[config.mk]
export PLATFORM = sky130hd
export DESIGN_NAME = aes_gctr_sched
export DESIGN_NICKNAME = d
export VERILOG_FILES = /design/src/rtl/aes_gctr_sched.sv
export SDC_FILE = /design/constraint.sdc
export NUM_CORES = 1
export LEC_CHECK = 0
export CAP_MARGIN = 20
export CORE_AREA = 2 2 412 414
export CTS_CLUSTER_SIZE = 20
export DETAILED_ROUTE_END_ITERATION = 8
export DIE_AREA = 0 0 414 416
export HOLD_SLACK_MARGIN = 0.05
export SYNTH_ARGS = -nofsm -noshare
export SYNTH_HDL_FRONTEND = slang
export SYNTH_SLANG_ARGS = --single-unit
[constraint.sdc]
create_clock -name clk -period 3.78 [get_ports clk]
set_clock_uncertainty 0.2 [all_clocks]
set_input_delay 0.756 -clock clk [delete_from_list [all_inputs] [get_ports clk]]
set_output_delay 0.756 -clock clk [all_outputs]
set_load 0.05 [all_outputs]
[src/rtl/aes_gctr_sched.sv]
// GCM encryption job sequencer: time-shares one combinational AES core to produce
// H = E(K,0), EJ0 = E(K,J0) and a valid/ready keystream E(K,CB_i) for N counter blocks.
module aes_gctr_sched #(
    parameter int AES_LAT = 1,
    parameter int NB_W    = 16
) (
    input  logic            clk,
    input  logic            rst_n,
    input  logic            start,
    input  logic            abort,
    input  logic [127:0]    key,
    input  logic [127:0]    j0,
    input  logic [NB_W-1:0] num_blocks,
    output logic [127:0]    aes_pt,
    output logic [127:0]    aes_key,
    input  logic [127:0]    aes_ct,
    output logic            busy,
    output logic [127:0]    h_out,
    output logic            h_valid,
    output logic [127:0]    ej0_out,
    output logic            ej0_valid,
    output logic [127:0]    ks_data,
    output logic            ks_valid,
    input  logic            ks_ready,
    output logic            ks_last,
    output logic            done
);

    typedef enum logic [2:0] {
        IDLE    = 3'd0,
        H_GEN   = 3'd1,
        J0_GEN  = 3'd2,
        KS_GEN  = 3'd3,
        KS_HOLD = 3'd4,
        FIN     = 3'd5
    } state_t;

    localparam int               WC_W    = (AES_LAT > 1) ? $clog2(AES_LAT) : 1;
    localparam logic [WC_W-1:0]  WC_LAST = WC_W'(AES_LAT - 1);

    state_t            state_reg;
    state_t            state_next;
    logic [127:0]      key_reg;
    logic [127:0]      j0_reg;
    logic [127:0]      ctr_reg;
    logic [NB_W-1:0]   rem_reg;
    logic [WC_W-1:0]   wcnt_reg;
    logic [127:0]      h_out_reg;
    logic              h_valid_reg;
    logic [127:0]      ej0_out_reg;
    logic              ej0_valid_reg;
    logic [127:0]      ks_data_reg;
    logic              ks_valid_reg;
    logic              ks_last_reg;
    logic              done_reg;

    logic              gen_state;
    logic              last_wait;
    logic              rem_is_one;
    logic              ks_fire;

    // Only the low 32 bits count; the upper 96 bits of the counter block are fixed.
    function automatic logic [127:0] inc32(input logic [127:0] v);
        return {v[127:32], v[31:0] + 32'd1};
    endfunction

    assign gen_state  = (state_reg == H_GEN) || (state_reg == J0_GEN) || (state_reg == KS_GEN);
    assign last_wait  = gen_state && (wcnt_reg == WC_LAST);
    assign rem_is_one = (rem_reg == NB_W'(1));
    assign ks_fire    = (state_reg == KS_HOLD) && ks_valid_reg && ks_ready;

    always_ff @(posedge clk or negedge rst_n) begin
        if (!rst_n) begin
            state_reg <= IDLE;
        end else begin
            state_reg <= state_next;
        end
    end

    always_comb begin
        state_next = state_reg;
        case (state_reg)
            IDLE: begin
                if (start) begin
                    state_next = H_GEN;
                end
            end
            H_GEN: begin
                if (last_wait) begin
                    state_next = J0_GEN;
                end
            end
            J0_GEN: begin
                if (last_wait) begin
                    state_next = (rem_reg != '0) ? KS_GEN : FIN;
                end
            end
            KS_GEN: begin
                if (last_wait) begin
                    state_next = KS_HOLD;
                end
            end
            KS_HOLD: begin
                if (ks_fire) begin
                    state_next = rem_is_one ? FIN : KS_GEN;
                end
            end
            FIN: begin
                state_next = IDLE;
            end
            default: begin
                state_next = IDLE;
            end
        endcase
        if (abort) begin
            state_next = IDLE;
        end
    end

    always_comb begin
        aes_pt = 128'h0;
        case (state_reg)
            J0_GEN:  aes_pt = j0_reg;
            KS_GEN:  aes_pt = ctr_reg;
            default: aes_pt = 128'h0;
        endcase
    end

    always_ff @(posedge clk or negedge rst_n) begin
        if (!rst_n) begin
            key_reg       <= '0;
            j0_reg        <= '0;
            ctr_reg       <= '0;
            rem_reg       <= '0;
            wcnt_reg      <= '0;
            h_out_reg     <= '0;
            h_valid_reg   <= 1'b0;
            ej0_out_reg   <= '0;
            ej0_valid_reg <= 1'b0;
            ks_data_reg   <= '0;
            ks_valid_reg  <= 1'b0;
            ks_last_reg   <= 1'b0;
            done_reg      <= 1'b0;
        end else if (abort) begin
            wcnt_reg      <= '0;
            h_valid_reg   <= 1'b0;
            ej0_valid_reg <= 1'b0;
            ks_valid_reg  <= 1'b0;
            ks_last_reg   <= 1'b0;
            done_reg      <= 1'b0;
        end else begin
            done_reg <= (state_next == FIN);

            // Settle counter runs only inside the GEN states and restarts for each job.
            if (gen_state && !last_wait) begin
                wcnt_reg <= wcnt_reg + WC_W'(1);
            end else begin
                wcnt_reg <= '0;
            end

            case (state_reg)
                IDLE: begin
                    if (start) begin
                        key_reg       <= key;
                        j0_reg        <= j0;
                        ctr_reg       <= inc32(j0);
                        rem_reg       <= num_blocks;
                        h_valid_reg   <= 1'b0;
                        ej0_valid_reg <= 1'b0;
                    end
                end
                H_GEN: begin
                    if (last_wait) begin
                        h_out_reg   <= aes_ct;
                        h_valid_reg <= 1'b1;
                    end
                end
                J0_GEN: begin
                    if (last_wait) begin
                        ej0_out_reg   <= aes_ct;
                        ej0_valid_reg <= 1'b1;
                    end
                end
                KS_GEN: begin
                    if (last_wait) begin
                        ks_data_reg  <= aes_ct;
                        ks_valid_reg <= 1'b1;
                        ks_last_reg  <= rem_is_one;
                    end
                end
                KS_HOLD: begin
                    if (ks_fire) begin
                        ks_valid_reg <= 1'b0;
                        ks_last_reg  <= 1'b0;
                        ctr_reg      <= inc32(ctr_reg);
                        rem_reg      <= rem_reg - NB_W'(1);
                    end
                end
                default: begin
                end
            endcase
        end
    end

    assign aes_key   = key_reg;
    assign busy      = (state_reg != IDLE);
    assign h_out     = h_out_reg;
    assign h_valid   = h_valid_reg;
    assign ej0_out   = ej0_out_reg;
    assign ej0_valid = ej0_valid_reg;
    assign ks_data   = ks_data_reg;
    assign ks_valid  = ks_valid_reg;
    assign ks_last   = ks_last_reg;
    assign done      = done_reg;

endmodule

## Yosys cells after proc, flatten, opt, wreduce, memory -nomap -nowiden

Index checks and enable logic that the tools add are counted.

| cells by class | value |
|---|---|
| muxes and demuxes | 31 |
| div/mod/pow operators | 0 |
| shift-type cells | 0 |
| order comparisons | 0 |
| add/subtract/negate cells | 4 |
| multipliers | 0 |
| reductions and logical operators | 23 |
| bitwise logic cells | 3 |
| equal/unequal tests | 13 |

Operators with widths:

| kind | count |
|---|---|
| case mux 128 bit (2 select lines) | 2 |
| two-way mux 128 bit | 1 |
| adder 32 x 1 -> 32 bit (second input constant) | 2 |
| two-way mux 16 bit | 2 |
| two-way mux 32 bit | 1 |
| case mux 16 bit (2 select lines) | 1 |
| two-way mux 3 bit | 8 |
| AND reduction 3 bit | 7 |
| equality test 16 x 1 -> 1 bit (second input constant) | 1 |
| nonzero test 16 bit | 1 |
| subtractor 16 x 1 -> 16 bit (second input constant) | 1 |
| != test 3 bit (second input constant) | 5 |
| case mux 3 bit (5 select lines) | 1 |
| nonzero test 3 bit | 4 |
| two-way mux 1 bit | 11 |
| case mux 1 bit (2 select lines) | 4 |
| AND reduction 4 bit | 2 |
| equality test 3 x 2 -> 1 bit (second input constant) | 2 |
| equality test 3 bit (second input constant) | 2 |
| logical AND 1 bit | 4 |
| != test 2 bit (second input constant) | 2 |
| equality test 3 x 1 -> 1 bit (second input constant) | 1 |
| logical NOT 3 bit | 1 |
| inverter 1 bit | 3 |
| other kinds (4) | 5 |

| word-level totals | value |
|---|---|
| ROM bits | 0 |
| memory bits (writable) | 0 |
| register bits after elaboration | 793 |
| memories | 0 |
| latch bits | 0 |
| input bits | 405 |
| logic and storage cells | 89 |
| output and inout port bits | 646 |

## Logic depth before layout (Yosys ltp)

| logic depth | value |
|---|---|
| word-level depth | 9 |
| mapped depth | 13 |

## Worst setup path after synthesis

OpenSTA, ideal clock, no wires.

| timing | value |
|---|---|
| path kind | register to register |
| start | reg state_reg[1] |
| end | reg ctr_reg[18] |
| data arrival time | 3.237 ns |
| setup time | 0.121 ns |
| path buffers | 3 |
| clock period less this slack | 3.558 ns |
| slack | 0.222 ns |
| cell stages (with the launch flop) | 13 |
| path through | dfrtp_1 buf_2 or3b_4 clkbuf_1 mux2_2 ha_1 nand4_1 or3_1 buf_2 a222oi_1 and4b_1 a21oi_1 o22a_1 |

| between the ends | value |
|---|---|
| cells in the longest elaborated chain, start to end | 5 |
| elaborated cells on any way between the ends | 9 |

RTL lines:

| item | line | text |
|---|---|---|
| start, declared | 41 | `state_t state_reg;` |
| start signal, assigned | 76 | `state_reg <= state_next;` |
| equality test 3 bit | 70, 161 |  |
| logical AND 1 bit (2 in a row) | 70 | `assign ks_fire = (state_reg == KS_HOLD) && ks_valid_reg && ks_ready;` |
| != test 2 bit (no source line) | - |  |
| AND reduction 4 bit (no source line) | - |  |
| end signal, assigned | 166 | `ctr_reg <= inc32(j0);` |
| end signal, assigned | 195 | `ctr_reg <= inc32(ctr_reg);` |
| end, declared | 45 | `logic [127:0] ctr_reg;` |

Several ways; a longest one is shown, not always the timed one. The select of a mux whose other input is x is not followed.
A chain may end at the register's enable or synchronous reset.

## Worst setup path after layout

| timing | value |
|---|---|
| start | reg state_reg[0] |
| end | out aes_pt[84] |

| between the ends | value |
|---|---|
| cells in the longest elaborated chain, start to end | 2 |
| elaborated cells on any way between the ends | 3 |

RTL lines:

| item | line | text |
|---|---|---|
| equality test 3 x 2 -> 1 bit | 122 | `case (state_reg)` |
| case mux 128 bit (2 select lines) (*) | 122 |  |
| end, declared | 14 | `output logic [127:0] aes_pt,` |

Every way passes the cells marked *; elsewhere a longest branch is shown, timed or not.

==> flow_summary.ini <==
[synth]
synthDistinctLibCells = 61
synth_area_leaders = dfrtp_1 60%, mux2_2 13%, nand2_1 12%, mux2i_1 4.5%, nor2_1 2.0%
synth.most_common_cell = nand2_1
ys_warn_count = 0
ys_seq_area_share_pct = 60.0
syn_inst = 3046
synth_top_area_cell = dfrtp_1
synth_edf_count = 0
synthTopCellsByCount = 1,017 x nand2_1, 793 x dfrtp_1, 388 x mux2_2
ys_ff_latch = 793
synthFlopType = dfrtp_1
netlist_area_sq_mm = 0.0331
avgSynthCellArea_sq_um = 10.9
synthArstFlopShare_pct = 100
synth_top_area_share_pct = 60.0
syn-num-nets = 3455

[worst_setup_path]
reg2reg_from = state_reg[0]$_DFF_PN0_
end_kind = output port
startpoint_type = register
cp.arrival_ps = 2730
r2r_end = ctr_reg[30]$_DFFE_PN0P_
cp_data_required_time_ps = 2820
critPathMaxFanout = 58
path_class = reg2out
reg2reg_slack_ps = 270
worstRegToRegCells = 10

[timing]
tightest_slew_ps = 870
rsz0062_at_grt = no
fmax_mhz = 271
finalHoldViolCount = 0
max-slew-margin-rel_pct = 41.8
min_period_ps = 3690
fin_crit_sh_pct = 97.6
setup_viol = 0
slew_viol_final = 0
hold_ws_ps = 269

[pwr]
power_switching_share_pct = 41.2
combPwrFrac_pct = 39.6
seqPwrFrac_pct = 33.9
p_clk_share_pct = 26.5
leakage_nw = 23.0
p_int_mw = 20.9
p_sw_mw = 14.7
powerDensity_mw_per_mm2 = 711
finalPower_mw = 35.6
irDropWorstVdd_uv = 588

[die]
die_w_um = 414
io_pins = 1051
fp.dieH_um = 416
start_util_pct = 19.7
core_area_sq_mm = 0.168
dieArea_sq_mm = 0.172
num_rows = 151

[clock_network]
cts.sinks = 793
cts_buffer_depth = 3
cts_root_buf = clkbuf_16
path_clk_slew_ps = 60
numCtsBuffers = 94
clk_latency_ps = 720
cts_tree = built
htreeDepth = 3
post_cts_buffers = 0

[cells_and_area]
drive_gt1_share_pct = 18.1
nNetsFinal = 4516
synthToLayoutAreaGrowth_pct = 51.3

[placement]
gp_congestion = 0.885
portBuffers = 1050
dp.final_hpwl_mm = 113

[worst_hold_path]
min_delay_path_depth = 2
worstHoldEndpoint = j0_reg[119]$_DFFE_PN0P_
min_path_type = reg2reg
hp-start = j0_reg[119]$_DFFE_PN0P_

[drt]
finalWirelength_mm = 146
ant_nets = 0
wl_met1_mm = 55.2
vias_per_cell = 4.22
drtIter0Drc = 1802
wl_met2_mm = 75.6
dr.pass1.iters = 5
drc_errors = 0
dr_wl_met3_mm = 9.80
vias = 27102
routed.top_layer = met5
avgRoutedWirePerCell_um = 22.7

[grt]
grt_max_degree = 98
globalRouteTotalUtil_pct = 16.5
grt_pass1_wl_mm = 207
antenna_found_initial = 38
grt-ovfl-total = 0
grt_pass1_vias = 27877

[flow_run]
maxCapViolCount = 0

[status]
status = finished, final reports clean
[metrics by stage]
step	utilization, %	TNS [ps]	worst slack (ps)	instances	instance area [sq um]
4_1_cts	29.7	0	16.0	6399	50000
3_3_place_gp	27.8	-99.4	-99.4	6226	46700
6_report	29.8	0	90.8	6418	50000
5_1_grt	29.7	0	0.948	6412	50000
2_1_floorplan	-	0	222	3046	33100
3_5_place_dp	27.8	-52.3	-52.3	6226	46700
[per-layer routing]
metal,vias to the layer above,GRT usage (%)
met5,-,0
met4,16,6.71
met3,228,5.11
met2,804,29.2
met1,13745,18.5
li1,12309,-
[repair_timing]
item,4_1_cts,5_1_grt
endpoints found under the hold margin,50,0
hold buffers,1,0
gates resized for setup,6,5
cloned,2,0
setup endpoints to repair,54,5
[cell type report]
class,instances,area (sq um)
diodes,19,47.5
clock buffers,145,2780
clock inverters,25,439
fillers,17391,118000
inverters,8,30.0
multi-input cells,2064,12500
flip-flops and latches,793,19800
well taps,2218,2780
repair buffers,1146,11600
[critical path, stage by stage (launching register included)]
cell	delay, ps
dfrtp_4	420
buf_12	380
buf_16	320
mux2i_1	450
nor2_1	130
buf_12	180
[power by group through the flow]
stage | combinational, mW | clock, mW | sequential [mW]
5_1_grt | 14.7 | 10.0 | 12.3
4_1_cts | 14.3 | 9.69 | 12.0
6_report | 14.1 | 9.43 | 12.1
2_1_floorplan | 2.88 | 0 | 17.4
3_3_place_gp | 14.1 | 0 | 12.1
3_5_place_dp | 14.2 | 0 | 12.2
[cell families after synthesis]
| family | share of synthesized area [%] |
|---|---|
| AOI/OAI and AO/OA | 3.88 |
| adders and majority gates | 0.151 |
| buffers and inverters | 2.26 |
| DFF | 60.0 |
| muxes | 17.7 |
| other | 0.0113 |
| and+or+nand+nor | 15.9 |
[worst max path at each step]
stage                     cells past startpoint                       to              startpoint
after floorplan                              12  ctr_reg[18]$_DFFE_PN0P_  state_reg[1]$_DFF_PN0_
after global placement                       10  ctr_reg[30]$_DFFE_PN0P_                   j0[1]
after detailed placement                     10  ctr_reg[30]$_DFFE_PN0P_                   j0[1]
after CTS                                     4               aes_pt[99]  state_reg[0]$_DFF_PN0_
after global routing                          4              aes_pt[103]  state_reg[0]$_DFF_PN0_
final                                         5               aes_pt[84]  state_reg[0]$_DFF_PN0_
[placed cells by master (no fill, tap or decap), types with 9 or more instances in the layout]
| cell type | netlist | final |
|---|---|---|
| nand4_1 | 16 | 16 |
| clkbuf_8 | 0 | 24 |
| buf_4 | 0 | 162 |
| nand2_1 | 1017 | 1014 |
| a31oi_1 | 11 | 11 |
| and3_1 | 18 | 18 |
| nor2_1 | 173 | 172 |
| mux2_2 | 388 | 388 |
| a21oi_1 | 55 | 55 |
| nor3_1 | 13 | 13 |
| clkdlybuf4s50_1 | 0 | 928 |
| o21ai_0 | 46 | 46 |
| diode_2 | 0 | 19 |
| o211ai_1 | 9 | 9 |
| mux2i_1 | 147 | 147 |
| clkbuf_16 | 0 | 94 |
| nand3_1 | 32 | 32 |
| buf_12 | 0 | 44 |
| clkbuf_1 | 128 | 27 |
| dfrtp_1 | 793 | 792 |
Power figures use the tool's default switching activity.
